`config.mk`:
```
export PLATFORM = sky130hd
export DESIGN_NAME = ps2_scancode_rx
export DESIGN_NICKNAME = d
export VERILOG_FILES = /design/src/rtl/ps2_scancode_rx.sv
export SDC_FILE = /design/constraint.sdc
export NUM_CORES = 1
export LEC_CHECK = 0
export BUFFER_PORTS_ARGS = -buffer_cell sky130_fd_sc_hd__clkbuf_2
export CORE_MARGIN = 1.5
export CORE_UTILIZATION = 50
export CTS_CLUSTER_DIAMETER = 120
export DETAILED_ROUTE_END_ITERATION = 10
export GPL_TIMING_DRIVEN = 0
export PLACE_DENSITY = 0.79
export SLEW_MARGIN = 20
export SYNTH_ARGS = -nofsm -noshare
export SYNTH_HDL_FRONTEND = slang
export SYNTH_SLANG_ARGS = --single-unit
export TNS_END_PERCENT = 10
```
`constraint.sdc`:
```
create_clock -name clk -period 3.9 [get_ports clk]
set_input_delay 0.195 -clock clk [delete_from_list [all_inputs] [get_ports clk]]
set_output_delay 0.195 -clock clk [all_outputs]
set_load 0.01 [all_outputs]
```
`src/rtl/ps2_scancode_rx.sv`:
```
// PS/2 keyboard receiver: synchronizes the raw lines, deframes 11-bit frames and
// strips E0/F0 prefixes, reporting make codes with an extended-key flag.
module ps2_scancode_rx #(
    parameter int unsigned TIMEOUT_CYCLES = 50000
) (
    input  logic       clk,
    input  logic       rst,
    input  logic       ps2_clk,
    input  logic       ps2_data,
    output logic [7:0] key,
    output logic       e0_flag,
    output logic       key_valid,
    output logic       frame_err
);

    localparam int unsigned TW = $clog2(TIMEOUT_CYCLES + 1);
    localparam logic [TW-1:0] TO_MAX = TW'(TIMEOUT_CYCLES);

    typedef enum logic [1:0] {S_IDLE, S_DATA, S_PARITY, S_STOP} state_e;

    logic          clk_s1_q, clk_s2_q, clk_h_q;
    logic          dat_s1_q, dat_s2_q;
    logic          fall;

    state_e        state_q, state_d;
    logic [2:0]    bit_cnt_q, bit_cnt_d;
    logic [7:0]    shift_q, shift_d;
    logic          par_q, par_d;
    logic [TW-1:0] to_cnt_q, to_cnt_d;
    logic          pend_e0_q, pend_e0_d;
    logic          pend_f0_q, pend_f0_d;
    logic [7:0]    key_q, key_d;
    logic          e0_q, e0_d;
    logic          kv_q, kv_d;
    logic          err_q, err_d;
    logic          byte_ok;

    // Synchronizers idle high so leaving reset never looks like a falling edge.
    always_ff @(posedge clk or posedge rst) begin
        if (rst) begin
            clk_s1_q <= 1'b1;
            clk_s2_q <= 1'b1;
            clk_h_q  <= 1'b1;
            dat_s1_q <= 1'b1;
            dat_s2_q <= 1'b1;
        end else begin
            clk_s1_q <= ps2_clk;
            clk_s2_q <= clk_s1_q;
            clk_h_q  <= clk_s2_q;
            dat_s1_q <= ps2_data;
            dat_s2_q <= dat_s1_q;
        end
    end

    assign fall = clk_h_q & ~clk_s2_q;

    always_ff @(posedge clk or posedge rst) begin
        if (rst) begin
            state_q   <= S_IDLE;
            bit_cnt_q <= '0;
            shift_q   <= '0;
            par_q     <= 1'b0;
            to_cnt_q  <= '0;
            pend_e0_q <= 1'b0;
            pend_f0_q <= 1'b0;
            key_q     <= '0;
            e0_q      <= 1'b0;
            kv_q      <= 1'b0;
            err_q     <= 1'b0;
        end else begin
            state_q   <= state_d;
            bit_cnt_q <= bit_cnt_d;
            shift_q   <= shift_d;
            par_q     <= par_d;
            to_cnt_q  <= to_cnt_d;
            pend_e0_q <= pend_e0_d;
            pend_f0_q <= pend_f0_d;
            key_q     <= key_d;
            e0_q      <= e0_d;
            kv_q      <= kv_d;
            err_q     <= err_d;
        end
    end

    always_comb begin
        state_d   = state_q;
        bit_cnt_d = bit_cnt_q;
        shift_d   = shift_q;
        par_d     = par_q;
        pend_e0_d = pend_e0_q;
        pend_f0_d = pend_f0_q;
        key_d     = key_q;
        e0_d      = e0_q;
        kv_d      = 1'b0;
        err_d     = 1'b0;
        byte_ok   = 1'b0;

        if (state_q == S_IDLE || fall) begin
            to_cnt_d = '0;
        end else if (to_cnt_q != TO_MAX) begin
            to_cnt_d = to_cnt_q + TW'(1);
        end else begin
            to_cnt_d = to_cnt_q;
        end

        if (state_q != S_IDLE && to_cnt_q == TO_MAX) begin
            state_d   = S_IDLE;
            to_cnt_d  = '0;
            err_d     = 1'b1;
            pend_e0_d = 1'b0;
            pend_f0_d = 1'b0;
        end else if (fall) begin
            case (state_q)
                S_IDLE: begin
                    if (!dat_s2_q) begin
                        state_d   = S_DATA;
                        bit_cnt_d = '0;
                    end
                end
                S_DATA: begin
                    shift_d   = {dat_s2_q, shift_q[7:1]};
                    bit_cnt_d = bit_cnt_q + 3'd1;
                    if (bit_cnt_q == 3'd7) state_d = S_PARITY;
                end
                S_PARITY: begin
                    par_d   = dat_s2_q;
                    state_d = S_STOP;
                end
                S_STOP: begin
                    state_d = S_IDLE;
                    if (dat_s2_q && (^{shift_q, par_q})) begin
                        byte_ok = 1'b1;
                    end else begin
                        err_d     = 1'b1;
                        pend_e0_d = 1'b0;
                        pend_f0_d = 1'b0;
                    end
                end
                default: state_d = S_IDLE;
            endcase
        end

        if (byte_ok) begin
            case (shift_q)
                8'hE0: pend_e0_d = 1'b1;
                8'hF0: pend_f0_d = 1'b1;
                default: begin
                    if (!pend_f0_q) begin
                        key_d = shift_q;
                        e0_d  = pend_e0_q;
                        kv_d  = 1'b1;
                    end
                    pend_e0_d = 1'b0;
                    pend_f0_d = 1'b0;
                end
            endcase
        end
    end

    assign key       = key_q;
    assign e0_flag   = e0_q;
    assign key_valid = kv_q;
    assign frame_err = err_q;

endmodule

```
# Yosys cells after proc, flatten, opt, wreduce, memory -nomap -nowiden

Cells that the tools add are included.

Word-level logic and storage cells: 82
Input bits: 4
Flip-flop bits (word level): 48

Equality and inequality tests: 11
Muxes and demuxes: 33
$add $sub $neg: 2
Reductions and logical operators: 15
Bitwise logic cells: 5

Operators by type and width:

| kind                  | number |
|---|---|
| $mux 16               | 3 |
| $mux 1                | 21 |
| $add 16x1->16 const B | 1 |
| $eq 16x16->1 const B  | 1 |
| $eq 8x8->1 const B    | 2 |
| $ne 16x16->1 const B  | 1 |
| $reduce_and 3->1      | 4 |
| $reduce_xor 9->1      | 1 |
| $mux 2                | 4 |
| $pmux 2 s4            | 1 |
| $pmux 3 s2            | 1 |
| $reduce_bool 2->1     | 3 |
| $eq 2x2->1 const B    | 2 |
| $not 1->1             | 4 |
| $pmux 1 s2            | 2 |
| $reduce_and 4->1      | 1 |
| $add 3x1->3 const B   | 1 |
| $eq 3x3->1 const B    | 1 |
| $mux 3                | 1 |
| $ne 3x2->1 const B    | 1 |
| $ne 3x3->1 const B    | 1 |
| $reduce_bool 3->1     | 1 |
| $eq 2x1->1 const B    | 1 |
| $logic_and 1x1->1     | 2 |
| 5 further kinds       | 5 |

# Logic depth before layout (Yosys ltp)

Gate-level depths: netlist of the first run.

Depth after elaboration: 8
Mapped depth: 8

# Least setup slack after synthesis of the first run

Ideal clock, no wire load.

Kind: register to register
Start: reg state_q[0]
End: reg e0_q, in the netlist e0_flag
Library setup time: 0.125 ns
Period minus slack after synthesis: 2.324 ns
Stages on the path, launching flop included: 9
Buffers on the path: 1
Slack: 1.576 ns
Arrival time: 2.199 ns
Cells stage by stage: dfrtp_1 inv_1 ha_1 or4_1 nor4_2 buf_4 nor4_2 nand3_4 mux2_2

Cells in the longest elaborated chain, start to end: 5

RTL lines:

| item                           | line | source |
|---|---|---|
| start, declared                | 25   | `state_e state_q, state_d;` |
| start signal, assigned         | 71   | `state_q <= state_d;` |
| $eq 2x2->1                     | 113  | `case (state_q)` |
| $mux 1                         | 113  |  |
| $mux 1                         | 112  | `end else if (fall) begin` |
| $mux 1 (*)                     | 106  | `if (state_q != S_IDLE && to_cnt_q == TO_MAX) begin` |
| $reduce_and 3->1 (no line) (*) | --   |  |
| end signal, assigned           | 67   | `e0_q <= 1'b0;` |
| end signal, assigned           | 79   | `e0_q <= e0_d;` |
| end, declared                  | 33   | `logic e0_q, e0_d;` |

Mark *: on every way between the ends. The rest lies on a longest branch, timed or not.
A chain may end at the register's enable or synchronous reset.

# Worst setup path in the final report of the first run

Start: reg state_q[0]
End: reg key_q[3], in the netlist key[3]

Cells in the longest elaborated chain, start to end: 5

RTL lines:

| item                           | line | source |
|---|---|---|
| $eq 2x2->1                     | 113  |  |
| $mux 1                         | 113  |  |
| $mux 1                         | 112  |  |
| $mux 1 (*)                     | 106  |  |
| $reduce_and 3->1 (no line) (*) | --   |  |
| end signal, assigned           | 78   | `key_q <= key_d;` |
| end, declared                  | 32   | `logic [7:0] key_q, key_d;` |

Marks and branches as above.

==> impl_metrics.py, run 1 <==
metrics = {
    "outcome": {
        "status": "complete, no violations",
    },
    "finish": {
        "syn2layout_area_growth_pct": 13.46,
        "antenna_cells": 0,
        "finalInstanceArea_sq_um": 2531,
        "drive_gt1_frac": 0.2523,
        "fin_nets": 226,
    },
    "routing": {
        "totalWireLength_mm": 3.664,
        "vias": 1417,
        "avgRoutedWirePerCell_um": 13.77,
        "first_pass_iters": 4,
        "vias_per_cell": 5.327,
        "first_iter_violations": 105,
        "ant_nets": 0,
        "drc": 0,
    },
    "cts": {
        "clock_path_buffers": 2,
        "cts_tree": "yes",
        "cts_resized": 0,
        "numCtsBuffers": 5,
        "clock-sinks": 48,
        "clkSlewWorstSetupHoldPaths_ns": 0.08,
        "cts_root_buf": "clkbuf_8",
        "htree_levels": 2,
        "clkLatencyLatePin_ns": 0.30,
        "cts_setup_buffers": 0,
    },
    "sta": {
        "setup_tns_ns": 0,
        "setup_viol": 0,
        "fmax_ghz": 0.3874,
        "skew_ns": 0.006032,
        "period_share": 0.6619,
        "rsz0062_at_grt": "false",
        "drv_slew": 0,
        "slew_headroom": 0.5734,
        "worst_pin_slew_ns": 0.6390,
        "min_period_ns": 2.581,
        "hold_viol_final": 0,
    },
    "hold_path": {
        "hold_path.class": "register to register",
    },
    "synthesis": {
        "syn_inst": 188,
        "synth-adder-area-share": 0.05048,
        "yosys.area_share.xor_xnor": 0.08861,
        "yosysTopAreaCellShare": 0.4823,
        "synth_top_family_by_area": "simple AND/OR/NAND/NOR gates",
        "yosys_warnings": 0,
        "seq_area_frac_synth": 0.5412,
        "synth_mux_area_frac": 0.09534,
        "syn_area_sq_um": 2231,
        "synth-edff-count": 0,
        "ys.flop_type": "dfrtp_1",
        "synth.area.top_cells": "dfrtp_1 (48%), mux2_2 (9.1%), dfstp_2 (5.9%)",
        "syn-num-nets": 201,
        "ys_seq_elements": 48,
        "synth-simple-area-share": 0.1739,
        "async_reset_ff_frac": 1.000,
        "yosysTopAreaCell": "dfrtp_1",
        "synth_compound_area_frac": 0.02973,
        "synth_cell_types": 40,
        "syn_avg_cell_area_sq_um": 11.87,
    },
    "placement": {
        "hpwl_mm": 2.565,
        "port-buffer-count": 14,
        "placed_area_sq_um": 2394,
        "gp_congestion": 0.8364,
    },
    "power_and_ir_drop": {
        "peakVddDrop_v": 0.0003169,
        "power.share.clock": 0.206,
        "p_int_uw": 1107,
        "p_leak_uw": 0.001206,
        "seq_power_share": 0.445,
        "power_density_nw_per_um2": 666.7,
        "switching_power_uw": 580.2,
        "p_comb_frac": 0.349,
        "power.share.switching": 0.3438,
    },
    "run": {
        "maxCapViolations": 0,
    },
    "die": {
        "die-area_sq_um": 4871,
        "die_w_um": 69.80,
        "ios": 15,
        "start_util": 0.5159,
        "fp-row-count": 24,
        "core_sq_um": 4324,
        "chipHeight_um": 69.80,
    },
    "global_routing": {
        "grt_pass1_vias": 1419,
        "grt_antenna_before_repair": 0,
        "grt_max_degree": 30,
        "grt_remaining_overflow": 0,
        "grt_pass1_wl_mm": 6.396,
        "globalRouteTotalUtil": 0.1672,
    },
    "critical_path": {
        "crit_required_ns": 4.09,
        "crit_type": "register to register",
        "endpoint_kind": "register",
        "cp-start-kind": "register",
        "cp.arrival_ns": 2.77,
        "critPathMaxFanout": 10,
    },
}
==> sequential cells by signal, summed over array words and instances (netlist names) <==
signal and flops:
to_cnt_q 16, key 8, shift_q 8, bit_cnt_q 3
state_q 2, clk_h_q 1, clk_s1_q 1, clk_s2_q 1
dat_s1_q 1, dat_s2_q 1, e0_flag 1, frame_err 1
key_valid 1, par_q 1, pend_e0_q 1, pend_f0_q 1
==> through the flow <==
step	hold WS (ns)	utilization	total power [uW]	worst slack [ns]	cells
2_1_floorplan	0.1995	-	1191	1.576	188
3_3_place_gp	0.2829	0.5472	1305	1.404	254
3_5_place_dp	0.2847	0.5535	1347	1.306	255
4_1_cts	0.3594	0.5854	1701	1.303	266
5_1_grt	0.3649	0.5854	1794	1.148	266
6_report	0.3571	0.5854	1688	1.319	266
==> synth_stat cells, types with 2 or more instances <==
cell / number
xor2_1: 10
o21ai_0: 2
nor2b_1: 3
a31oi_1: 3
or2_2: 2
nand2_1: 10
nand4b_1: 2
dfrtp_1: 43
nor2_1: 26
and3_1: 2
xnor2_1: 10
dfstp_2: 5
nand3_1: 5
inv_1: 8
and4_1: 2
nand4_1: 5
mux2_2: 18
nor4_2: 2
ha_1: 9
==> worst paths after layout <==
kind	startpoint	to	slack, ns	cells past startpoint
max in group asynchronous	rst	clk_s1_q	2.78	4
hold / removal	dat_s1_q	dat_s2_q	0.36	0
setup / recovery	state_q[0]	key[3]	1.32	8
hold reg to reg	dat_s1_q	dat_s2_q	0.36	0
setup reg to reg	state_q[0]	key[3]	1.32	8
min in group asynchronous	rst	to_cnt_q[5]	0.52	3
==> worst max-delay path, cell delays in order (launching register included) <==
cell and delay (ns):
dfrtp_1 0.38, inv_1 0.09, ha_1 0.28, or4_1 0.54
nor4_2 0.33, buf_4 0.23, nor4_2 0.07, nand3_4 0.18
mux2_2 0.36
==> what timing repair did <==
item | CTS | global route
hold endpoints to repair | 30 | 0
hold buffers | 3 | 0
setup endpoints to repair | 0 | 0
==> cell type report <==
| cell class | count | area, sq um |
|---|---|---|
| timing repair buffer | 18 | 127.6 |
| tap | 52 | 65.06 |
| clock buffer | 6 | 72.57 |
| buffer | 3 | 16.27 |
| clock inverter | 2 | 35.03 |
| multi-input combinational | 129 | 977.2 |
| fill | 374 | 1793 |
| sequential | 48 | 1207 |
| inverter | 8 | 30.03 |
==> logic make-up after synthesis <==
kind of cell	Yosys count
compound gates	10
xor+xnor	21
fa+ha+maj	9
buf+inv	11
flops	48
mux	19
simple gates	70
==> power by group through the flow <==
stage	Combinational, uW	Sequential [uW]	Clock, uW
after global placement	554	752	0
after CTS	594	750	358
after floorplan	445	746	0
after global routing	645	772	377
final	589	751	347
after detailed placement	588	759	0
==> routing by layer <==
| layer | global-route usage | up-vias | routed length, um |
|---|---|---|---|
| met4 | 0.08547 | 0 | 73 |
| met5 | 0 | - | 0 |
| met2 | 0.2476 | 16 | 1707 |
| li1 | - | 697 | - |
| met1 | 0.2326 | 696 | 1802 |
| met3 | 0.03634 | 8 | 81 |
==> cell usage in the layout, fill, tap and decap left out, types with 2 or more instances in the layout <==
| master | n |
|---|---|
| nor4_2 | 2 |
| ha_1 | 9 |
| mux2_2 | 18 |
| xor2_1 | 10 |
| nor2b_1 | 3 |
| dlygate4sd3_1 | 3 |
| clkbuf_1 | 2 |
| xnor2_1 | 10 |
| clkbuf_8 | 5 |
| nand3_1 | 5 |
| and3_1 | 2 |
| nand4b_1 | 2 |
| or2_2 | 2 |
| nand2_1 | 10 |
| a31oi_1 | 3 |
| dfrtp_1 | 43 |
| dfstp_2 | 5 |
| nand4_1 | 5 |
| clkbuf_2 | 14 |
| and4_1 | 2 |
| nor2_1 | 26 |
| o21ai_0 | 2 |
| inv_1 | 7 |
Power figures use the tool's default switching activity.
==> inputs of run 2 (changes only) <==
- clock period: 3.9 -> 2.55 ns (I/O delays scaled with it)
==> impl_metrics.py, run 2 (synthesis gave the netlist of run 1 again) <==
metrics = {
    "die": {
        "core_sq_um": 4324,
        "die_w_um": 69.80,
        "chipHeight_um": 69.80,
        "fp-row-count": 24,
        "die-area_sq_um": 4871,
        "start_util": 0.5159,
        "ios": 15,
    },
    "critical_path": {
        "cp.arrival_ns": 2.52,
        "endpoint_kind": "register",
        "cp.buffers_inverters": 2,
        "cp-start-kind": "register",
        "cp_cell_sequence": "inv_1 -> ha_2 -> or4_1 -> nor4_4 -> buf_4 -> nor4_2 -> nand3_2 -> mux2_2",
        "cp_top_family": "simple AND/OR/NAND/NOR gates",
        "critPathMaxFanout": 5,
        "crit_required_ns": 2.73,
        "crit_type": "register to register",
        "slowest_stage": "or4_1",
        "cpPeakStageDelay_ns": 0.56,
    },
    "routing": {
        "avgRoutedWirePerCell_um": 14.02,
        "vias": 1444,
        "first_iter_violations": 135,
        "drc": 0,
        "ant_nets": 0,
        "first_pass_iters": 4,
        "totalWireLength_mm": 3.771,
        "vias_per_cell": 5.368,
    },
    "sta": {
        "fmax_ghz": 0.4282,
        "skew_ns": 0.005971,
        "drv_slew": 0,
        "period_share": 0.9159,
        "worst_pin_slew_ns": 0.6411,
        "min_period_ns": 2.335,
        "hold_ws_ns": 0.3573,
        "setup_viol": 0,
        "slew_headroom": 0.5720,
        "hold_viol_final": 0,
        "rsz0062_at_grt": "false",
    },
    "finish": {
        "syn2layout_area_growth_pct": 15.26,
        "finalInstanceArea_sq_um": 2571,
        "top_register": "to_cnt_q",
        "layout.cells.non_filler": 269,
        "final_common_cell": "dfrtp_1",
        "drive_gt1_frac": 0.2719,
        "final_util": 0.5946,
        "layout_common_cells": "dfrtp_1 (43), nor2_1 (26), mux2_2 (18)",
        "largest_reg_flops": 16,
        "fillers": 370,
        "fin_nets": 229,
        "antenna_cells": 0,
    },
    "placement": {
        "port-buffer-count": 14,
        "hpwl_mm": 2.565,
        "dpl.cell_count": 255,
        "placed_area_sq_um": 2394,
        "gp_congestion": 0.8364,
    },
    "power_and_ir_drop": {
        "p_leak_uw": 0.001222,
        "peakVddDrop_v": 0.0005282,
        "power_density_nw_per_um2": 1022,
    },
    "outcome": {
        "status": "complete, no violations",
    },
    "cts": {
        "clock-sinks": 48,
        "htree_levels": 2,
        "cts_root_buf": "clkbuf_8",
        "clock_path_buffers": 2,
        "numCtsBuffers": 5,
        "clkLatencyLatePin_ns": 0.30,
        "clkSlewWorstSetupHoldPaths_ns": 0.08,
        "cts_tree": "yes",
    },
    "hold_path": {
        "hold_path.class": "register to register",
    },
    "global_routing": {
        "grt_remaining_overflow": 0,
        "grt_max_degree": 30,
        "grt_pass1_vias": 1419,
        "globalRouteTotalUtil": 0.1710,
        "grt_pass1_wl_mm": 6.499,
        "grt_antenna_before_repair": 0,
    },
    "run": {
        "maxCapViolations": 0,
    },
}
run 2: cell count changes in the layout (fill, tap and decap cells not counted):
cell      previous run  this run
ha_1                 9         8
clkbuf_1             2         1
nand3_2              0         1
nor4_2               2         1
buf_4                1         4
ha_2                 0         1
nor4_4               0         1
run 2: where the power goes:
part	total, uW	leakage, uW	switching, uW	internal, uW
logic	946	0.000544	499	447
registers	1150	0.000623	190	960
clock network	531	0.0000552	240	291
run 2: layout make-up:
type | instances | area [sq um] | area share
flip-flops and latches | 48 | 1207 | 0.4696
multi-input cells | 130 | 998.5 | 0.3883
repair buffers | 21 | 150.1 | 0.05839
clock buffers | 6 | 72.57 | 0.02822
well taps | 52 | 65.06 | 0.02530
clock inverters | 2 | 35.03 | 0.01363
inverters | 8 | 30.03 | 0.01168
plain buffers | 2 | 12.51 | 0.004866
run 2: worst reg2reg max path: cells and delay by family (launching register included):
kind,cells,cell delay (ns)
adder cells (fa/ha/maj),1,0.23
buffers and inverters,2,0.28
flip-flops,1,0.38
multiplexers,1,0.35
AND/OR/NAND/NOR,4,0.98
run 2: repair_timing:
action / 4_1_cts / 5_1_grt
buffers inserted: 2 / 1
pin swaps: 0 / 3
cloned: 0 / 1
endpoints found under the hold margin: 30 / 0
resized for setup: 0 / 2
hold buffers: 3 / 0
endpoints found under the setup margin: 9 / 28
run 2: through the flow:
stage               setup WS [ns]  total power (uW)  TNS, ns
floorplan                  0.2262              1821        0
detailed placement       -0.04420              2060  -0.2223
global placement          0.05392              1996        0
finish                     0.2145              2627        0
global route              0.07780              2789        0
CTS                      0.003132              2602        0
run 2: worst paths after layout:
| kind | startpoint | to | slack, ns | depth (start not counted) |
|---|---|---|---|---|
| min reg2reg | dat_s1_q | dat_s2_q | 0.36 | 0 |
| min | dat_s1_q | dat_s2_q | 0.36 | 0 |
| max in group asynchronous | rst | clk_s1_q | 1.50 | 4 |
| min in group asynchronous | rst | to_cnt_q[5] | 0.46 | 3 |
| max reg2reg | state_q[0] | key[6] | 0.21 | 8 |
| max | state_q[0] | key[6] | 0.21 | 8 |
run 2: routing by layer:
layer,wire length [um],global-route usage
met1,1829,0.2345
met2,1791,0.2571
met3,101,0.03634
met4,49,0.08761
met5,0,0
==> inputs of run 3 (changes only) <==
- clock period: 2.55 -> 2.31 ns (I/O delays scaled with it)
==> impl_metrics.py, run 3 (synthesis gave the netlist of run 1 again) <==
metrics = {
    "die": {
        "core_sq_um": 4324,
        "die-area_sq_um": 4871,
        "fp-row-count": 24,
        "die_w_um": 69.80,
        "chipHeight_um": 69.80,
        "ios": 15,
        "start_util": 0.5159,
    },
    "global_routing": {
        "grt_antenna_before_repair": 0,
        "grt_pass1_vias": 1437,
        "grt_max_degree": 28,
        "grt_remaining_overflow": 0,
        "grt_pass1_wl_mm": 6.230,
        "globalRouteTotalUtil": 0.1609,
    },
    "critical_path": {
        "crit_required_ns": 2.48,
        "cpPeakStageDelay_ns": 0.42,
        "endpoint_kind": "register",
        "cp.buffers_inverters": 2,
        "slowest_stage": "or4_4",
        "cp-start-kind": "register",
        "path_common_cell": "nor4_4",
        "critPathMaxFanout": 5,
        "cp_top_family": "simple AND/OR/NAND/NOR gates",
        "cp_cell_sequence": "inv_2 -> ha_4 -> or4_4 -> nor4_4 -> buf_4 -> nor4_4 -> nand3_4 -> mux2_4",
        "crit_type": "register to register",
        "crit_start": "state_q[0]",
        "cp.arrival_ns": 2.39,
        "rr_startpoint": "state_q[0]",
    },
    "sta": {
        "min_period_ns": 2.215,
        "rsz0062_at_grt": "false",
        "hold_viol_final": 0,
        "skew_ns": 0.008015,
        "period_share": 0.9588,
        "setup_tns_ns": 0,
        "slew_headroom": 0.5907,
        "fmax_ghz": 0.4515,
        "worst_pin_slew_ns": 0.6084,
        "finalWorstSetupSlack_ns": 0.09526,
        "setup_viol": 0,
        "drv_slew": 0,
    },
    "placement": {
        "pre_cts_slack_ns": -0.2136,
        "hpwl_mm": 2.468,
        "dpl.cell_count": 255,
        "placed_area_sq_um": 2386,
        "port-buffer-count": 14,
        "gp_congestion": 0.8057,
    },
    "cts": {
        "cts_tree": "yes",
        "clock_path_buffers": 2,
        "clkLatencyLatePin_ns": 0.29,
        "htree_levels": 2,
        "clkSlewWorstSetupHoldPaths_ns": 0.08,
        "clock-sinks": 48,
        "numCtsBuffers": 5,
        "cts_root_buf": "clkbuf_8",
    },
    "routing": {
        "drc": 0,
        "first_pass_iters": 4,
        "ant_nets": 0,
        "vias_per_cell": 5.220,
        "totalWireLength_mm": 3.740,
        "first_iter_violations": 47,
        "vias": 1425,
        "avgRoutedWirePerCell_um": 13.70,
    },
    "finish": {
        "antenna_cells": 0,
        "layout_common_cells": "dfrtp_1 (43), nor2_1 (26), clkbuf_2 (14)",
        "final_common_cell": "dfrtp_1",
        "fin_nets": 233,
        "top_register": "to_cnt_q",
        "largest_reg_flops": 16,
        "drive_gt1_frac": 0.2986,
        "fillers": 352,
        "syn2layout_area_growth_pct": 18.79,
        "layout.cells.non_filler": 273,
        "finalInstanceArea_sq_um": 2650,
    },
    "power_and_ir_drop": {
        "peakVddDrop_v": 0.0006086,
        "p_leak_uw": 0.001270,
        "power_density_nw_per_um2": 1141,
    },
    "hold_path": {
        "hold_path.class": "input pin to async pin",
    },
    "run": {
        "maxCapViolations": 0,
    },
    "outcome": {
        "status": "complete, no violations",
    },
}
==> run 3: cell types whose count changed in the layout (fill, tap and decap cells not counted), sizes merged <==
cell and change:
buf +4, bufinv -1, clkbuf +2, clkinv -1
==> run 3: cell type report <==
type,instances,area (sq um),share of cell area
timing repair buffer,25,172.7,0.06516
buffer,2,15.01,0.005666
inverter,8,30.03,0.01133
multi-input combinational,130,1070,0.4037
clock buffer,8,90.09,0.03399
sequential,48,1207,0.4556
tap,52,65.06,0.02455
==> run 3: tightest hold or removal path, cell delays in order <==
cell,delay [ns]
dlygate4sd3_1,0.53
clkbuf_2,0.11
inv_2,0.34
==> run 3: report_power, final <==
part           total (uW)  internal, uW  leakage, uW  switching, uW
logic                1260           630     0.000601            630
clock network         492           244    0.0000455            248
registers            1270          1060     0.000623            212
==> run 3: through the flow <==
step,power [uW],hold slack [ns],utilization
6_report,3024,0.3585,0.6128
3_3_place_gp,2202,0.2041,0.5472
2_1_floorplan,2010,0.1200,-
5_1_grt,3213,0.3654,0.6128
3_5_place_dp,2245,0.1422,0.5518
4_1_cts,2792,0.3587,0.5865
==> run 3: layer usage <==
metal  routed length (um)  up-vias  share of wire  global-route usage
li1                     -      711              -                   -
met1                 1872      695           0.50              0.2176
met2                 1735       14           0.46              0.2540
met3                   78        5          0.021             0.03924
met4                   53        0          0.014             0.05769
met5                    0        -              0                   0
==> run 3: repair_timing <==
item                       4_1_cts  5_1_grt
setup endpoints to repair       28       28
hold buffers                     3        0
resized for setup                2       17
pin swaps                        3        5
buffers inserted                 2        5
cloned                           1        0
hold endpoints to repair        23        0
==> run 3: worst paths after layout <==
check,cells past startpoint,end,slack [ns]
max in group asynchronous,4,clk_s2_q,1.37
min in group clk,0,dat_s2_q,0.36
setup reg to reg,8,key[6],0.1
setup / recovery,8,key[6],0.1
hold reg to reg,0,dat_s2_q,0.36
hold / removal,3,to_cnt_q[9],0.36
